**config.mk**
```make
export PLATFORM = sky130hd
export DESIGN_NAME = switch_conditioner
export DESIGN_NICKNAME = d
export VERILOG_FILES = /design/src/rtl/switch_conditioner.sv
export SDC_FILE = /design/constraint.sdc
export NUM_CORES = 1
export LEC_CHECK = 0
export ABC_CLOCK_PERIOD_IN_PS = 1900
export CORE_ASPECT_RATIO = 0.8
export CORE_MARGIN = 1
export CORE_UTILIZATION = 45
export DETAILED_ROUTE_END_ITERATION = 8
export GPL_ROUTABILITY_DRIVEN = 0
export PLACE_DENSITY = 0.74
export SYNTH_ARGS = -nofsm -noshare
export SYNTH_HDL_FRONTEND = slang
export SYNTH_SLANG_ARGS = --single-unit
export TNS_END_PERCENT = 20
```
**constraint.sdc**
```tcl
create_clock -name clock -period 1.9 [get_ports clock]
set_clock_uncertainty 0.15 [all_clocks]
set_input_delay 0.19 -clock clock [delete_from_list [all_inputs] [get_ports clock]]
set_output_delay 0.19 -clock clock [all_outputs]
set_load 0.1 [all_outputs]
```
**src/rtl/switch_conditioner.sv**
```systemverilog
// Synchronises and debounces raw lock switches into a stable bus plus one-cycle change pulses.
// Optional two-flop input synchroniser enabled by defining SWCOND_SYNC_EN.
module switch_conditioner #(
  parameter int              WIDTH           = 8,
  parameter int              DEBOUNCE_CYCLES = 4,
  parameter logic [WIDTH-1:0] RESET_VALUE    = {WIDTH{1'b1}}
) (
  input  logic             clock,
  input  logic             reset,
  input  logic [WIDTH-1:0] sw_raw,
  output logic [WIDTH-1:0] sw_clean,
  output logic [WIDTH-1:0] sw_change,
  output logic             any_change,
  output logic             all_high
);

  localparam logic [7:0] TERMINAL = 8'(DEBOUNCE_CYCLES - 1);

  logic [WIDTH-1:0] s;

`ifdef SWCOND_SYNC_EN
  logic [WIDTH-1:0] sync_a;
  logic [WIDTH-1:0] sync_b;

  always_ff @(posedge clock) begin
    if (reset) begin
      sync_a <= RESET_VALUE;
      sync_b <= RESET_VALUE;
    end else begin
      sync_a <= sw_raw;
      sync_b <= sync_a;
    end
  end

  assign s = sync_b;
`else
  assign s = sw_raw;
`endif

  logic [7:0] cnt [WIDTH];

  // Any agreement between input and committed value restarts the full count.
  always_ff @(posedge clock) begin
    if (reset) begin
      sw_clean  <= RESET_VALUE;
      sw_change <= '0;
      for (int i = 0; i < WIDTH; i++) cnt[i] <= '0;
    end else begin
      for (int i = 0; i < WIDTH; i++) begin
        if (s[i] == sw_clean[i]) begin
          cnt[i]       <= '0;
          sw_change[i] <= 1'b0;
        end else if (cnt[i] == TERMINAL) begin
          sw_clean[i]  <= s[i];
          cnt[i]       <= '0;
          sw_change[i] <= 1'b1;
        end else begin
          cnt[i]       <= cnt[i] + 8'd1;
          sw_change[i] <= 1'b0;
        end
      end
    end
  end

  assign any_change = |sw_change;
  assign all_high   = &sw_clean;

endmodule
```
---- After elaboration in Yosys (flattened, before gate mapping) ----
Memories as Yosys holds them, arrays and structs flattened.
Cells that the tools add are included.
storage, ports and cells
  register bits after elaboration ......... 16
  logic and storage cells ................. 190
  bits of input ports ..................... 10
  memory bits (writable) .................. 64
  memories kept ........................... 1
  output and inout bits ................... 18
cells by class
  mux-type cells .......................... 114
  reductions and logical operators ........ 10
  bitwise operators ....................... 32
  add/subtract/negate cells ............... 8
  equality and inequality tests ........... 16
memory list
  name  depth  width  rd ports  clocked after memory_dff  wr ports  RTL line  source
  cnt   8      8      8         0                         8         40        logic [7:0] cnt [WIDTH];
operator list
  kind                 count
  $mux 8               24
  $mux 1               90
  $add 8x1->8 const B  8
  $eq 8x2->1 const B   8
  $or 1x1->1           24
  $reduce_and 2->1     8
  $eq 1x1->1           8
  $not 1->1            8
  $reduce_and 8->1     1
  $reduce_or 8->1      1

---- Logic depth before layout (Yosys ltp) ----
Gate-level depths: netlist (run 1).
  depth in word-level cells ............... 7
  depth in mapped cells ................... 4
  mapped depth without buffers ............ 4

---- Worst setup path after synthesis (run 1) ----
No wires, ideal clock.
  kind .................................... register to output
  start ................................... reg sw_clean[0]
  end ..................................... out all_high
  data arrival time ....................... 2,456 ps
  path buffers ............................ 0
  slack ................................... -896 ps
  required time ........................... 1,560 ps
  cell stages (with the launch flop) ...... 3
  cell sequence ........................... dfxtp_1 nand4_1 nor2_1
between the ends
  longest elaborated chain between the ends .. 1
RTL lines
  what                               RTL line  source
  from (decl)                        11        output logic [WIDTH-1:0] sw_clean,
  from (signal, indexed assignment)  54        sw_clean[i] <= s[i];
  $reduce_and 8->1                   66        assign all_high = &sw_clean;
  to (decl)                          14        output logic all_high
Every way passes these cells.

==> impl_metrics.py, run 1 <==
metrics = {
    "outcome": {
        "status": "finished clean",
    },
    "yosys": {
        "synth-seq-area-share": 0.564,
        "synth_most_common_cell": "edfxtp_1",
        "synth.cell_area_mm2": 0.00397,
        "netlist_top_cells_count": "edfxtp_1 (64), nor2_1 (42), nand3_1 (30), o21ai_0 (28)",
        "yosysUniqueCellTypes": 34,
        "ys.warnings.count": 0,
        "syn_area_per_cell_um2": 10.7,
        "ys.flop_type": "edfxtp_1",
        "synth_edf_count": 64,
        "synthArstFlopShare": 0,
        "synth_cells": 370,
        "synth_top_cells_by_area": "edfxtp_1 (48%), dfxtp_1 (8.1%), xor2_1 (5.3%), nor2_1 (4.0%), nand3_1 (3.8%)",
        "ys_ff_latch": 80,
        "synth_area_leader_cell": "edfxtp_1",
        "synth_top_area_frac": 0.484,
    },
    "worst_setup_path": {
        "reg2reg_from": "cnt[1][0]$_SDFFCE_PN0P_",
        "cp_slowest_cell": "or4b_1",
        "crit_path_start": "cnt[1][0]$_SDFFCE_PN0P_",
        "cp_num_buf_inv": 0,
        "max_stage_delay_ns": 0.52,
        "reg2reg_depth": 4,
        "path_depth": 4,
        "arrival_ns": 1.79,
        "cp_max_fo": 7,
        "path_cells": "ha_1 -> or4b_1 -> o211ai_4 -> nor2_1",
        "path_class": "reg -> reg",
        "cp-start-kind": "flop",
        "endpoint_kind": "flop",
        "worstPathRequired_ns": 1.85,
        "path_delay_family": "simple AND/OR/NAND/NOR gates",
    },
    "pwr": {
        "clkPwrFrac": 0.351,
        "irDropWorstVdd_mv": 0.529,
        "p_sw_mw": 0.888,
        "power.density_mw_per_mm2": 719,
        "internal_power_mw": 2.89,
        "combPwrFrac": 0.109,
        "p_sw_frac": 0.235,
        "p_seq_frac": 0.540,
        "leakagePower_nw": 2.03,
    },
    "die": {
        "fp.coreArea_mm2": 0.00852,
        "die_area_mm2": 0.00921,
        "row_count": 30,
        "chipWidth_um": 107,
        "die_h_um": 86.0,
        "start_util": 0.466,
        "ioPinCount": 28,
    },
    "hold_path": {
        "min-delay-path-class": "in -> reg",
        "holdPathStages": 3,
        "hp-start": "sw_raw[2]",
    },
    "timing": {
        "rsz0062_at_grt": "true",
        "finalCriticalPeriod_ns": 1.85,
        "maxSlewViolCount": 0,
        "hold_viol_final": 0,
        "setup_viol": 0,
        "tns_ns": 0,
        "max_freq_ghz": 0.542,
        "timing.final.crit_share": 0.972,
    },
    "finish": {
        "fin_util": 0.617,
        "fill_cells": 698,
        "drive_gt1_frac": 0.197,
        "area_growth_pct": 32.3,
        "num-nets-final": 535,
        "n_antenna_cell": 0,
    },
    "placement": {
        "port-buffer-count": 27,
        "hpwl_mm": 6.02,
    },
    "cts": {
        "ctsHoldBuffers": 0,
        "ctsRootBufferMaster": "clkbuf_8",
        "clockBufferDepth": 2,
        "clk_pin_slew_worst_paths_ns": 0.08,
        "clk_latency_ns": 0.34,
        "cts_tree": "done",
        "cts.sinks": 80,
        "numCtsBuffers": 9,
        "htree_levels": 3,
    },
    "grt": {
        "grt_usage": 0.189,
        "grt_max_degree": 15,
        "first_global_vias": 3142,
        "grt_pass1_wl_mm": 13.6,
        "antenna_found_initial": 0,
        "grt-ovfl-total": 0,
    },
    "route": {
        "drc_errors": 0,
        "final_antenna_net_count": 0,
        "vias": 3184,
        "routed_wl_mm": 8.02,
        "drtPass1Iterations": 4,
        "first_iter_violations": 108,
        "wl_per_cell_um": 12.6,
        "routed_via_density": 5.02,
    },
    "job": {
        "cap_violations": 0,
    },
}
worst paths after layout:
check / end / slack [ns]
max: cnt[1][2]$_SDFFCE_PN0P_ / 0.05
min: sw_clean[2]$_SDFFE_PP1P_ / 0.35
max reg2reg: cnt[1][2]$_SDFFCE_PN0P_ / 0.05
min reg2reg: sw_clean[7]$_SDFFE_PP1P_ / 0.42
cells by family after synthesis:
kind of cell | after synthesis | synth area share
muxes | 2 | 0.00504
AOI/OAI and AO/OA | 71 | 0.111
adders and majority gates | 8 | 0.0252
DFF | 80 | 0.564
xor gates and xnor gates | 30 | 0.0661
buffers and inverters | 23 | 0.0220
other | 1 | 0.000944
and+or+nand+nor | 155 | 0.206
what timing repair did:
| item | 4_1_cts | 5_1_grt |
|---|---|---|
| setup buffers | 0 | 2 |
| setup endpoints to repair | 8 | 46 |
| gates resized for setup | 1 | 10 |
| pin swaps | 0 | 3 |
state kept, by name, indices dropped and copies added (netlist names):
name and count:
sw_clean 8, sw_change 8, cnt 64
power by group through the flow:
stage	Sequential, mW	Combinational [mW]	Clock, mW
global placement	2.07	0.378	0
finish	2.04	0.412	1.33
detailed placement	2.08	0.389	0
global route	2.05	0.459	1.45
CTS	2.04	0.393	1.36
floorplan	2.10	0.203	0
routing by layer:
metal / wire length (um) / global-route usage / vias to the layer above
met1: 3700 / 0.229 / 1501
met4: 172 / 0.0585 / 0
li1: - / - / 1614
met5: 0 / 0 / -
met3: 308 / 0.0585 / 16
met2: 3840 / 0.323 / 53
layout by cell type (no fill, tap or decap), drive strengths merged, types with 23 or more instances in the layout:
cell / instances
a21oi: 24
edfxtp: 64
conb: 64
buf: 66
nand3: 30
o21ai: 28
nand2: 23
xor2: 24
or3: 25
nor2: 42
area by class of cell:
class / count / area (um2) / area share
Tap cell: 112 / 140 / 0.0267
Clock inverter: 4 / 68.8 / 0.0131
Inverter: 21 / 78.8 / 0.0150
Timing Repair Buffer: 75 / 636 / 0.121
Clock buffer: 12 / 135 / 0.0257
Sequential cell: 80 / 2250 / 0.428
Multi-Input combinational cell: 330 / 1950 / 0.371
worst reg2reg max path, delay by kind of cell (launching register included):
family	cells	cell delay [ns]
fa+ha+maj	1	0.16
compound gates	1	0.32
simple gates	2	0.60
flops	1	0.36
stage by stage:
step / hold slack (ns) / instance area (um2) / instances / setup slack [ns] / power [mW]
final: 0.355 / 5260 / 634 / 0.0541 / 3.78
after global routing: 0.364 / 5260 / 634 / -0.00552 / 3.96
after CTS: 0.345 / 5190 / 632 / -0.00229 / 3.79
after detailed placement: 0.408 / 4980 / 616 / -0.0203 / 2.47
after global placement: 0.384 / 4980 / 616 / 0.0503 / 2.45
after floorplan: 0.196 / 4230 / 433 / -0.210 / 2.30
(Power assumes the default switching activity.)
==> run 2: changes to the inputs <==
--- a/config.mk
+++ b/config.mk
@@ -5,13 +5,15 @@
 export SDC_FILE = /design/constraint.sdc
 export NUM_CORES = 1
 export LEC_CHECK = 0
-export ABC_CLOCK_PERIOD_IN_PS = 1900
+export ABC_CLOCK_PERIOD_IN_PS = 1800
 export CORE_ASPECT_RATIO = 0.8
 export CORE_MARGIN = 1
 export CORE_UTILIZATION = 45
+export CTS_CLUSTER_SIZE = 28
 export DETAILED_ROUTE_END_ITERATION = 8
 export GPL_ROUTABILITY_DRIVEN = 0
-export PLACE_DENSITY = 0.74
+export GPL_TIMING_DRIVEN = 0
+export PLACE_DENSITY = 0.72
 export SYNTH_ARGS = -nofsm -noshare
 export SYNTH_HDL_FRONTEND = slang
 export SYNTH_SLANG_ARGS = --single-unit
==> constraint.sdc (replaced) <==
create_clock -name clock -period 1.8 [get_ports clock]
set_clock_uncertainty 0.15 [all_clocks]
set_input_delay 0.18 -clock clock [delete_from_list [all_inputs] [get_ports clock]]
set_output_delay 0.18 -clock clock [all_outputs]
set_load 0.1 [all_outputs]
==> impl_metrics.py, run 2 (synthesis gave the netlist of run 1 again) <==
metrics = {
    "route": {
        "drtPass1Iterations": 4,
        "wl_per_cell_um": 13.3,
        "routed_via_density": 5.12,
        "routed_wl_mm": 8.19,
        "first_iter_violations": 156,
        "vias": 3152,
        "drc_errors": 0,
        "final_antenna_net_count": 0,
    },
    "pwr": {
        "irDropWorstVdd_mv": 0.454,
        "total_power_mw": 4.03,
        "leakagePower_nw": 1.94,
        "power.density_mw_per_mm2": 763,
    },
    "die": {
        "chipWidth_um": 107,
        "ioPinCount": 28,
        "fp.coreArea_mm2": 0.00852,
        "start_util": 0.466,
        "die_h_um": 86.0,
        "die_area_mm2": 0.00921,
        "row_count": 30,
    },
    "finish": {
        "n_antenna_cell": 0,
        "fill_cells": 692,
        "final_area_mm2": 0.00528,
        "area_growth_pct": 32.9,
        "drive_gt1_frac": 0.230,
        "largest_register_ffs": 64,
        "reg_top3": "cnt: 64 flops, sw_change: 8 flops, sw_clean: 8 flops",
        "multiInputGateArea_mm2": 0.00207,
        "top_register": "cnt",
        "ff_latch_area_mm2": 0.00226,
        "final_cell_mix": "edfxtp_1 (64), conb_1 (64), nor2_1 (38), nand3_1 (30), buf_4 (28)",
        "num-nets-final": 517,
    },
    "placement": {
        "port-buffer-count": 27,
        "place_area_mm2": 0.00465,
        "hpwl_mm": 5.28,
    },
    "worst_setup_path": {
        "arrival_ns": 1.84,
        "cp-start-kind": "flop",
        "path_class": "reg -> reg",
        "worstPathRequired_ns": 1.76,
        "cp_max_fo": 8,
        "rrSetupSlack_ns": -0.08,
        "endpoint_kind": "flop",
    },
    "cts": {
        "clockBufferDepth": 2,
        "htree_levels": 3,
        "ctsHoldBuffers": 0,
        "cts_tree": "done",
        "clk_latency_ns": 0.35,
        "numCtsBuffers": 9,
        "ctsRootBufferMaster": "clkbuf_8",
        "cts.sinks": 80,
        "clk_pin_slew_worst_paths_ns": 0.08,
    },
    "outcome": {
        "failed_checks": "setup timing",
        "status": "finished with violations",
    },
    "timing": {
        "max_slew_margin": 0.625,
        "maxSlewViolCount": 0,
        "setup_viol": 36,
        "hold_slack_ns": 0.334,
        "max_freq_ghz": 0.532,
        "timing.final.crit_share": 1.04,
        "finalCriticalPeriod_ns": 1.88,
        "setup_ws_ns": -0.0794,
        "tightest_slew_ns": 0.565,
        "rsz0062_at_grt": "true",
        "hold_viol_final": 0,
    },
    "hold_path": {
        "min-delay-path-class": "in -> reg",
    },
    "grt": {
        "first_global_vias": 2835,
        "grt_pass1_wl_mm": 13.2,
        "grt-ovfl-total": 0,
        "grt_max_degree": 14,
        "grt_usage": 0.185,
        "antenna_found_initial": 0,
    },
    "job": {
        "cap_violations": 0,
    },
}
run 2: layer usage:
metal / share of wire / vias to the layer above / GRT usage
met2: 0.49 / 65 / 0.310
met4: 0.013 / 0 / 0.0560
met5: 0 / - / 0
li1: - / 1574 / -
met3: 0.047 / 12 / 0.0486
met1: 0.45 / 1501 / 0.236
run 2: path summary, 6_finish.rpt:
| kind | end | startpoint | depth (start not counted) |
|---|---|---|---|
| min reg2reg | sw_clean[7]$_SDFFE_PP1P_ | sw_clean[7]$_SDFFE_PP1P_ | 2 |
| min | sw_clean[4]$_SDFFE_PP1P_ | sw_raw[4] | 3 |
| max reg2reg | cnt[0][28]$_SDFFCE_PN0P_ | cnt[0][24]$_SDFFCE_PN0P_ | 5 |
| max | cnt[0][28]$_SDFFCE_PN0P_ | cnt[0][24]$_SDFFCE_PN0P_ | 5 |
run 2: what timing repair did:
action | 4_1_cts | 5_1_grt
endpoints found under the setup margin | 74 | 55
gates cloned | 0 | 0
pin swaps | 20 | 11
buffers inserted | 11 | 17
resized for setup | 81 | 18
run 2: where the power goes:
part	leakage (nW)	total [mW]	internal (mW)	switching, mW
registers	0.788	2.19	2.09	0.0947
clock network	0.108	1.44	0.814	0.625
logic	1.04	0.400	0.171	0.229
run 2: area by class of cell:
type / instances / area share
sequential: 80 / 0.429
multi-input combinational: 330 / 0.393
timing repair buffer: 55 / 0.0946
clock buffer: 12 / 0.0275
tap: 112 / 0.0266
inverter: 21 / 0.0149
clock inverter: 4 / 0.0130
buffer: 2 / 0.00166
run 2: critical path, cell delays in order, from the launching register on:
cell and delay (ns):
edfxtp_1 0.46, ha_4 0.19, or3b_4 0.38, o211ai_1 0.18
buf_4 0.22, nor2_1 0.06
run 2: per-stage QoR:
| step | worst slack, ns | TNS [ns] | std cells | util |
|---|---|---|---|---|
| detailed placement | -0.362 | -11.78 | 572 | 0.546 |
| global placement | -0.336 | -10.53 | 572 | 0.546 |
| CTS | -0.0650 | -1.01 | 599 | 0.596 |
| global route | -0.149 | -4.22 | 616 | 0.619 |
| finish | -0.0794 | -1.43 | 616 | 0.619 |
| floorplan | -0.0961 | -1.58 | 433 | - |
